File: src/rtl/prog_loader.sv
// Boot-time program loader: receives a length header, 3-byte instruction words and an
// XOR checksum, writes instruction memory, and releases the CPU only after a good load.
module prog_loader #(
  parameter int INSTR_W = 19,
  parameter int ADDR_W  = 12
) (
  input  logic               clk,
  input  logic               rst,
  input  logic               start,
  input  logic               rx_valid,
  input  logic [7:0]         rx_data,
  output logic               rx_ready,
  output logic               imem_we,
  output logic [ADDR_W-1:0]  imem_addr,
  output logic [INSTR_W-1:0] imem_wdata,
  output logic               cpu_rst,
  input  logic               cpu_halt,
  output logic               busy,
  output logic               done,
  output logic [1:0]         err_code
);

  typedef enum logic [2:0] {
    IDLE, LEN_HI, LEN_LO, DATA, CSUM, RUN, HALTED, ERROR
  } state_t;

  // Bits of the first word byte that lie above the instruction width and must be zero.
  localparam logic [7:0]  PAD_MASK = 8'(8'hFF << (INSTR_W - 16));
  localparam logic [16:0] MAX_LEN  = 17'(2 ** ADDR_W);

  state_t      state, next;
  logic [1:0]  err_next;
  logic [7:0]  len_hi;
  logic [15:0] len;
  logic [15:0] wcnt;
  logic [1:0]  bcnt;
  logic [15:0] part;
  logic [7:0]  csum;

  logic        xfer;
  logic        launch;
  logic [16:0] hdr_len;
  logic        bad_len;
  logic        last_word;
  logic [23:0] word;
  logic        loading_next;

  assign xfer         = rx_valid & rx_ready;
  assign launch       = start & (state == IDLE || state == HALTED || state == ERROR);
  assign hdr_len      = {1'b0, len_hi, rx_data};
  assign bad_len      = (hdr_len == 17'd0) || (hdr_len > MAX_LEN);
  assign last_word    = (wcnt + 16'd1) == len;
  assign word         = {part, rx_data};
  assign loading_next = (next == LEN_HI) || (next == LEN_LO) || (next == DATA) || (next == CSUM);

  always_ff @(posedge clk or negedge rst) begin
    if (!rst) state <= IDLE;
    else      state <= next;
  end

  always_comb begin
    next     = state;
    err_next = 2'b00;
    unique case (state)
      IDLE, HALTED, ERROR: if (start) next = LEN_HI;
      LEN_HI: if (xfer) next = LEN_LO;
      LEN_LO: begin
        err_next = 2'b01;
        if (xfer) next = bad_len ? ERROR : DATA;
      end
      DATA: begin
        err_next = 2'b10;
        if (xfer) begin
          if (bcnt == 2'd0 && (rx_data & PAD_MASK) != 8'd0) next = ERROR;
          else if (bcnt == 2'd2 && last_word)               next = CSUM;
        end
      end
      CSUM: begin
        err_next = 2'b11;
        if (xfer) next = (rx_data == csum) ? RUN : ERROR;
      end
      RUN: if (cpu_halt) next = HALTED;
      default: next = IDLE;
    endcase
  end

  // Datapath: header capture, word assembly, checksum and the write strobe/address.
  always_ff @(posedge clk or negedge rst) begin
    if (!rst) begin
      len_hi     <= '0;
      len        <= '0;
      wcnt       <= '0;
      bcnt       <= '0;
      part       <= '0;
      csum       <= '0;
      imem_we    <= 1'b0;
      imem_addr  <= '0;
      imem_wdata <= '0;
    end else begin
      imem_we <= 1'b0;
      if (imem_we) imem_addr <= imem_addr + 1'b1;
      if (launch) begin
        imem_addr <= '0;
        csum      <= '0;
        bcnt      <= '0;
        wcnt      <= '0;
      end else if (xfer) begin
        unique case (state)
          LEN_HI: len_hi <= rx_data;
          LEN_LO: len    <= {len_hi, rx_data};
          DATA: begin
            csum <= csum ^ rx_data;
            if (bcnt == 2'd0) begin
              part[15:8] <= rx_data;
              bcnt       <= 2'd1;
            end else if (bcnt == 2'd1) begin
              part[7:0] <= rx_data;
              bcnt      <= 2'd2;
            end else begin
              imem_we    <= 1'b1;
              imem_wdata <= word[INSTR_W-1:0];
              bcnt       <= 2'd0;
              wcnt       <= wcnt + 16'd1;
            end
          end
          default: ;
        endcase
      end
    end
  end

  // Status outputs follow the state being entered so they change on the same edge.
  always_ff @(posedge clk or negedge rst) begin
    if (!rst) begin
      rx_ready <= 1'b0;
      busy     <= 1'b0;
      cpu_rst  <= 1'b0;
      done     <= 1'b0;
      err_code <= 2'b00;
    end else begin
      rx_ready <= loading_next;
      busy     <= loading_next;
      cpu_rst  <= (next == RUN) || (next == HALTED);
      done     <= (next == HALTED);
      if (launch)                               err_code <= 2'b00;
      else if (next == ERROR && state != ERROR) err_code <= err_next;
    end
  end

endmodule

File: config.mk
export PLATFORM = sky130hd
export DESIGN_NAME = prog_loader
export DESIGN_NICKNAME = d
export VERILOG_FILES = /design/src/rtl/prog_loader.sv
export SDC_FILE = /design/constraint.sdc
export NUM_CORES = 1
export LEC_CHECK = 0
export BUFFER_PORTS_ARGS = -buffer_cell sky130_fd_sc_hd__buf_2
export CORE_UTILIZATION = 44
export CTS_BUF_LIST = sky130_fd_sc_hd__clkbuf_16
export DETAILED_ROUTE_END_ITERATION = 12
export PLACE_DENSITY = 0.64
export SYNTH_ARGS = -nofsm -noshare
export SYNTH_HDL_FRONTEND = slang
export SYNTH_SLANG_ARGS = --single-unit
File: constraint.sdc
create_clock -name clk -period 7.7 [get_ports clk]
set_clock_uncertainty 0.15 [all_clocks]
set_input_delay 1.155 -clock clk [delete_from_list [all_inputs] [get_ports clk]]
set_output_delay 1.155 -clock clk [all_outputs]
set_load 0.03 [all_outputs]
==> run_results.csv, run 1 <==
group,metric,value,unit
detailed_routing,wl_per_cell,16.4,um
layout,multi_input_area,0.00235,sq mm
synthesis,ys.flop_type,"dfrtp_1",
global_routing,antenna_found_initial,0,
synthesis,yosysTopAreaCell,"dfrtp_1",
cts,htreeDepth,3,
layout,diodes,0,
global_routing,grt_pass1_vias,3515,
floorplan,die_y,109,um
synthesis,ys_ff_latch,101,
critical_path,crit_type,"input pin to flip-flop",
power,leakage,2.72,nW
sta,timing.fmax,251,MHz
sta,drv_slew,0,
min_path,min_path_cells,2,
synthesis,syn-mean-instance-area,10.3,sq um
synthesis,syn-instance-count,485,
floorplan,row_count,38,
sta,finalSetupViolCount,0,
synthesis,yosysUniqueCellTypes,55,
floorplan,io_pins,51,
critical_path,critPathCaptureType,"flip-flop",
synthesis,yosys-top-cells-area,"dfrtp_1 51%, mux2_2 8.1%, nand2_1 7.6%, xnor2_1 5.3%, xor2_1 4.4%",
layout,fin_util,51.7,%
critical_path,cp.required,7.77,ns
detailed_routing,drc,0,
sta,min_period_over_period,51.7,%
critical_path,cp_slowest_cell,"inv_1",
cts,post_cts.repair.setup_buffers,0,
critical_path,slowest_delay,0.72,ns
floorplan,start_util,45.6,%
synthesis,synth_top_cell_area_share,50.6,%
cts,clockRootBuffer,"clkbuf_16",
sta,fin_setup_tns,0,ns
sta,hold_ws,0.319,ns
cts,clkSinkCount,101,
cts,cts_buffers,9,
min_path,hp-class,"flip-flop to flip-flop",
cts,clock_path_buffers,2,
power,p_per_area,342,mW/mm^2
power,peakVddDrop,0.178,mV
place,place_ws,3.39,ns
synthesis,ys_seq_area_share,50.6,%
critical_path,path_max_fanout,36,
synthesis,ys_top_cells_by_count,"101 x dfrtp_1, 101 x nand2_1, 42 x nor2_1",
sta,hold_viol,0,
global_routing,grt.overflow.total,0,
critical_path,crit_chain,"buf_2 > nand2_1 > nor2_1 > nand2_1 > buf_4 > inv_1 > nor2_1 > o21ai_0 > o21ai_0",
critical_path,start_kind,"input pin",
global_routing,grt_usage,20.3,%
synthesis,synth_edf_count,0,
detailed_routing,wl,11000,um
detailed_routing,drt_iter0_markers,225,
place,finalWeightedCongestion,0.865,
floorplan,die_area,0.0118,sq mm
cts,ctsHoldBuffers,0,
place,post-dp-hpwl,7510,um
critical_path,critPathArrivalTime,4.05,ns
critical_path,r2r_cells,9,
detailed_routing,ant_nets,0,
synthesis,syn_area,0.00499,sq mm
detailed_routing,drt-pass1-iter-count,4,
layout,drive_gt1_share,22.1,%
min_path,worstHoldStart,"part[3]",
status,status,"finished, final reports clean",
synthesis,yosys_warnings,0,
layout,regArea,0.00253,sq mm
cts,cts_resized,0,
flow_run,cap_violations,0,
global_routing,grt_max_degree,73,
cts,cts_tree,"yes",
synthesis,async_flop_share,100,%
sta,period_needed,3.98,ns
sta,tightest_slew,0.973,ns
layout,nFillCells,1007,
critical_path,r2r_start,"state[1]",
sta,final.setup.worst_slack,3.72,ns
synthesis,syn_nets,500,
layout,area_growth,13.4,%
critical_path,startpoint,"rx_valid",
detailed_routing,viasPerCell,5.45,
cts,clock_latency,0.35,ns
floorplan,coreArea,0.0109,sq mm
sta,rsz0062_at_grt,"no",
global_routing,grt_pass1_wl,18100,um
sta,max_slew_margin,35.0,%
detailed_routing,dr_total_vias,3654,
layout,nets,540,
floorplan,die_w,109,um
cts,clk_pin_slew_worst_paths,0.08,ns
place,numPortBuffers,50,
## power breakdown
part	switching (mW)	internal (mW)
logic	0.346	0.280
registers	0.140	0.692
clock network	0.217	0.261
total	0.702	1.23
## per-layer routing
layer | up-vias | track usage, % | wire (um)
li1 | 1749 | - | -
met1 | 1806 | 28.2 | 5150
met2 | 82 | 31.2 | 5220
met3 | 17 | 3.62 | 340
met4 | 0 | 8.78 | 269
met5 | - | 0 | 0
## worst max-delay path, delay by kind of cell
kind	cells	cell delay, ns
simple gates	4	1.36
buf+inv	3	1.08
compound gates	2	0.43
## cell type report
type                            instances  share of cell area, %
Clock buffer                            9                   3.98
Timing Repair Buffer                   53                   4.87
Multi-Input combinational cell        357                   41.6
Clock inverter                          7                   1.61
Inverter                                3                  0.199
Tap cell                              140                   3.10
Sequential cell                       101                   44.7
## stage by stage
step	instances	area (sq um)	power [mW]
after floorplan	485	4990	1.31
final	670	5660	1.94
after CTS	670	5660	1.95
after global placement	654	5340	1.45
after global routing	670	5660	2.05
after detailed placement	654	5340	1.47
## placed cells by master (no fill, tap or decap), types with 2 or more instances in the layout
cell type and count:
nand2_1 101, dfrtp_1 101, buf_2 49, nor2_1 42, mux2_2 36, xnor2_1 30
xor2_1 25, o21ai_0 22, nand3_1 10, clkbuf_16 9, nand4_1 8, a21oi_1 8
nor3_1 7, and3_1 6, nand2b_1 5, o31ai_1 5, nor2b_1 4, buf_4 4
nor4_1 3, and4_1 3, inv_1 3, o22ai_1 3, and2_1 2, nor4_4 2
nand4b_1 2, o21a_1 2, nor4b_2 2, a221oi_1 2, ha_1 2, inv_8 2
## cells by family after synthesis
| logic type | synth area share (%) |
|---|---|
| buffers and inverters | 2.23 |
| adder cells (fa/ha/maj) | 0.501 |
| flip-flops | 50.6 |
| AO/OA/AOI/OAI | 7.17 |
| XOR/XNOR | 10.1 |
| AND/OR/NAND/NOR | 21.0 |
| multiplexers | 8.32 |
## state kept, by name, summed over array words and instances (netlist names)
| name | cells |
|---|---|
| bcnt | 2 |
| busy | 1 |
| cpu_rst | 1 |
| csum | 8 |
| done | 1 |
| err_code | 2 |
| imem_addr | 12 |
| imem_wdata | 19 |
| imem_we | 1 |
| len | 16 |
| len_hi | 8 |
| part | 11 |
| state | 3 |
| wcnt | 16 |
## worst paths after layout
check	slack, ns	end
hold / removal	0.32	imem_wdata[11]
setup / recovery	3.72	wcnt[9]
setup reg to reg	3.78	wcnt[9]
min in group asynchronous	0.57	len[2]
hold reg to reg	0.32	imem_wdata[11]
max in group asynchronous	5.60	csum[3]
Note: power is estimated with default switching activity, not from simulation.
==> inputs of run 2 (changes only) <==
--- a/config.mk
+++ b/config.mk
@@ -9,7 +9,7 @@
 export CORE_UTILIZATION = 44
 export CTS_BUF_LIST = sky130_fd_sc_hd__clkbuf_16
 export DETAILED_ROUTE_END_ITERATION = 12
-export PLACE_DENSITY = 0.64
+export PLACE_DENSITY = 0.67
 export SYNTH_ARGS = -nofsm -noshare
 export SYNTH_HDL_FRONTEND = slang
 export SYNTH_SLANG_ARGS = --single-unit
==> constraint.sdc (replaced) <==
create_clock -name clk -period 3.5 [get_ports clk]
set_clock_uncertainty 0.15 [all_clocks]
set_input_delay 0.525 -clock clk [delete_from_list [all_inputs] [get_ports clk]]
set_output_delay 0.525 -clock clk [all_outputs]
set_load 0.03 [all_outputs]
==> run_results.csv, run 2 (same netlist as run 1, synthesis figures left out) <==
group,metric,value,unit
status,status,"finished, final reports clean",
power,switchingPower,1.59,mW
floorplan,die_y,109,um
detailed_routing,ant_nets,0,
place,finalWeightedCongestion,0.868,
floorplan,die_w,109,um
floorplan,row_count,38,
layout,diodes,0,
cts,cts_buffers,9,
critical_path,critPathCaptureType,"flip-flop",
sta,timing.fmax,336,MHz
power,leakage,2.74,nW
detailed_routing,wl_per_cell,16.3,um
power,power_frac_clock,24.8,%
cts,clock_path_buffers,2,
detailed_routing,drt-met1-wl,4890,um
detailed_routing,wl_met2,5430,um
sta,min_period_over_period,85.1,%
place,place_ws,0.541,ns
sta,drv_slew,0,
global_routing,grt_max_degree,66,
detailed_routing,viasPerCell,5.47,
global_routing,grt_usage,20.5,%
place,numPortBuffers,50,
detailed_routing,drt_iter0_markers,141,
sta,tightest_slew,1.03,ns
power,pwr-share-seq,43.2,%
power,p_total,4.31,mW
layout,reg.largest.list,"imem_wdata (19), len (16), wcnt (16)",
sta,fin_setup_tns,0,ns
sta,finalSetupViolCount,0,
cts,clkSinkCount,101,
detailed_routing,dr_total_vias,3687,
cts,post_cts.repair.setup_buffers,0,
global_routing,grt_pass1_vias,3600,
detailed_routing,wl_met3,549,um
cts,ctsHoldBuffers,0,
floorplan,io_pins,51,
layout,largest_register,"imem_wdata",
layout,final_cell_mix,"101 x nand2_1, 101 x dfrtp_1, 49 x buf_2",
cts,clock_latency,0.35,ns
sta,rsz0062_at_grt,"no",
global_routing,antenna_found_initial,0,
power,p_per_area,756,mW/mm^2
flow_run,cap_violations,0,
global_routing,grt_pass1_wl,18500,um
min_path,hp-class,"input pin to asynchronous set/reset pin",
layout,drive_gt1_share,22.7,%
cts,htreeDepth,3,
global_routing,grt.overflow.total,0,
power,pwr-share-comb,32.0,%
sta,period_needed,2.98,ns
floorplan,coreArea,0.0109,sq mm
critical_path,start_kind,"flip-flop",
layout,multi_input_area,0.00235,sq mm
critical_path,crit_type,"flip-flop to flip-flop",
floorplan,die_area,0.0118,sq mm
floorplan,start_util,45.6,%
cts,clk_pin_slew_worst_paths,0.08,ns
layout,area_growth,14.2,%
power,peakVddDrop,0.456,mV
cts,cts_tree,"yes",
detailed_routing,drt-pass1-iter-count,4,
sta,max_slew_margin,31.0,%
critical_path,critPathArrivalTime,3.07,ns
place,post-dp-hpwl,7710,um
critical_path,cp.required,3.59,ns
detailed_routing,wl,11000,um
sta,hold_ws,0.110,ns
detailed_routing,highest_layer,"met4",
cts,clockRootBuffer,"clkbuf_16",
layout,nFillCells,1014,
detailed_routing,drc,0,
critical_path,path_max_fanout,7,
layout,largest_reg_flops,19,
power,switching_share,36.8,%
layout,nets,544,
cts,cts_resized,0,
power,p_int,2.73,mW
sta,hold_viol,0,
layout,regArea,0.00253,sq mm
sta,final.setup.worst_slack,0.521,ns
-- run 2: cell count changes in the layout (fill, tap and decap cells not counted), sizes merged --
cell    delta
buf        +4
inv        -1
clkinv     +1
-- run 2: final cells by class --
cell class                 instances  share of cell area [%]
clock inverter                     7                    1.80
sequential                       101                    44.3
timing repair buffer              57                    5.36
clock buffer                       9                    3.95
tap                              140                    3.07
multi-input combinational        357                    41.3
inverter                           3                   0.198
-- run 2: worst max-delay path, cell delays in order, from the launching register on --
cell and delay (ns):
dfrtp_1 0.47, ha_1 0.33, and4_1 0.24, nand3_1 0.12, a2111oi_0 0.48, nand4_1 0.33
nor4b_4 0.35, o22ai_1 0.14, o221a_1 0.25
-- run 2: path summary, 6_finish.rpt --
kind,startpoint,endpoint,slack [ns],cells after the start
max,wcnt[0],err_code[1],0.52,8
min,rst,imem_wdata[2],0.11,1
max reg2reg,wcnt[0],err_code[1],0.52,8
min reg2reg,part[9],imem_wdata[17],0.32,2
max in group asynchronous,rst,imem_wdata[13],2.26,2
min in group clk,part[9],imem_wdata[17],0.32,2
-- run 2: routing by layer --
layer	GRT usage, %	vias up
li1	-	1744
met1	27.8	1829
met2	33.5	103
met3	4.22	11
met4	5.41	0
met5	0	-
-- run 2: stage by stage --
stage | cells | utilization (%) | cell area [sq um]
2_1_floorplan | 485 | - | 4990
3_3_place_gp | 658 | 49.1 | 5370
3_5_place_dp | 658 | 49.1 | 5370
4_1_cts | 674 | 52.1 | 5700
5_1_grt | 674 | 52.1 | 5700
6_report | 674 | 52.1 | 5700
-- run 2: power by group through the flow --
stage	registers, mW	clock network (mW)	logic [mW]
global route	1.91	1.13	1.52
global placement	1.86	0	1.36
floorplan	1.92	0	0.970
detailed placement	1.88	0	1.39
finish	1.86	1.07	1.38
CTS	1.86	1.09	1.39
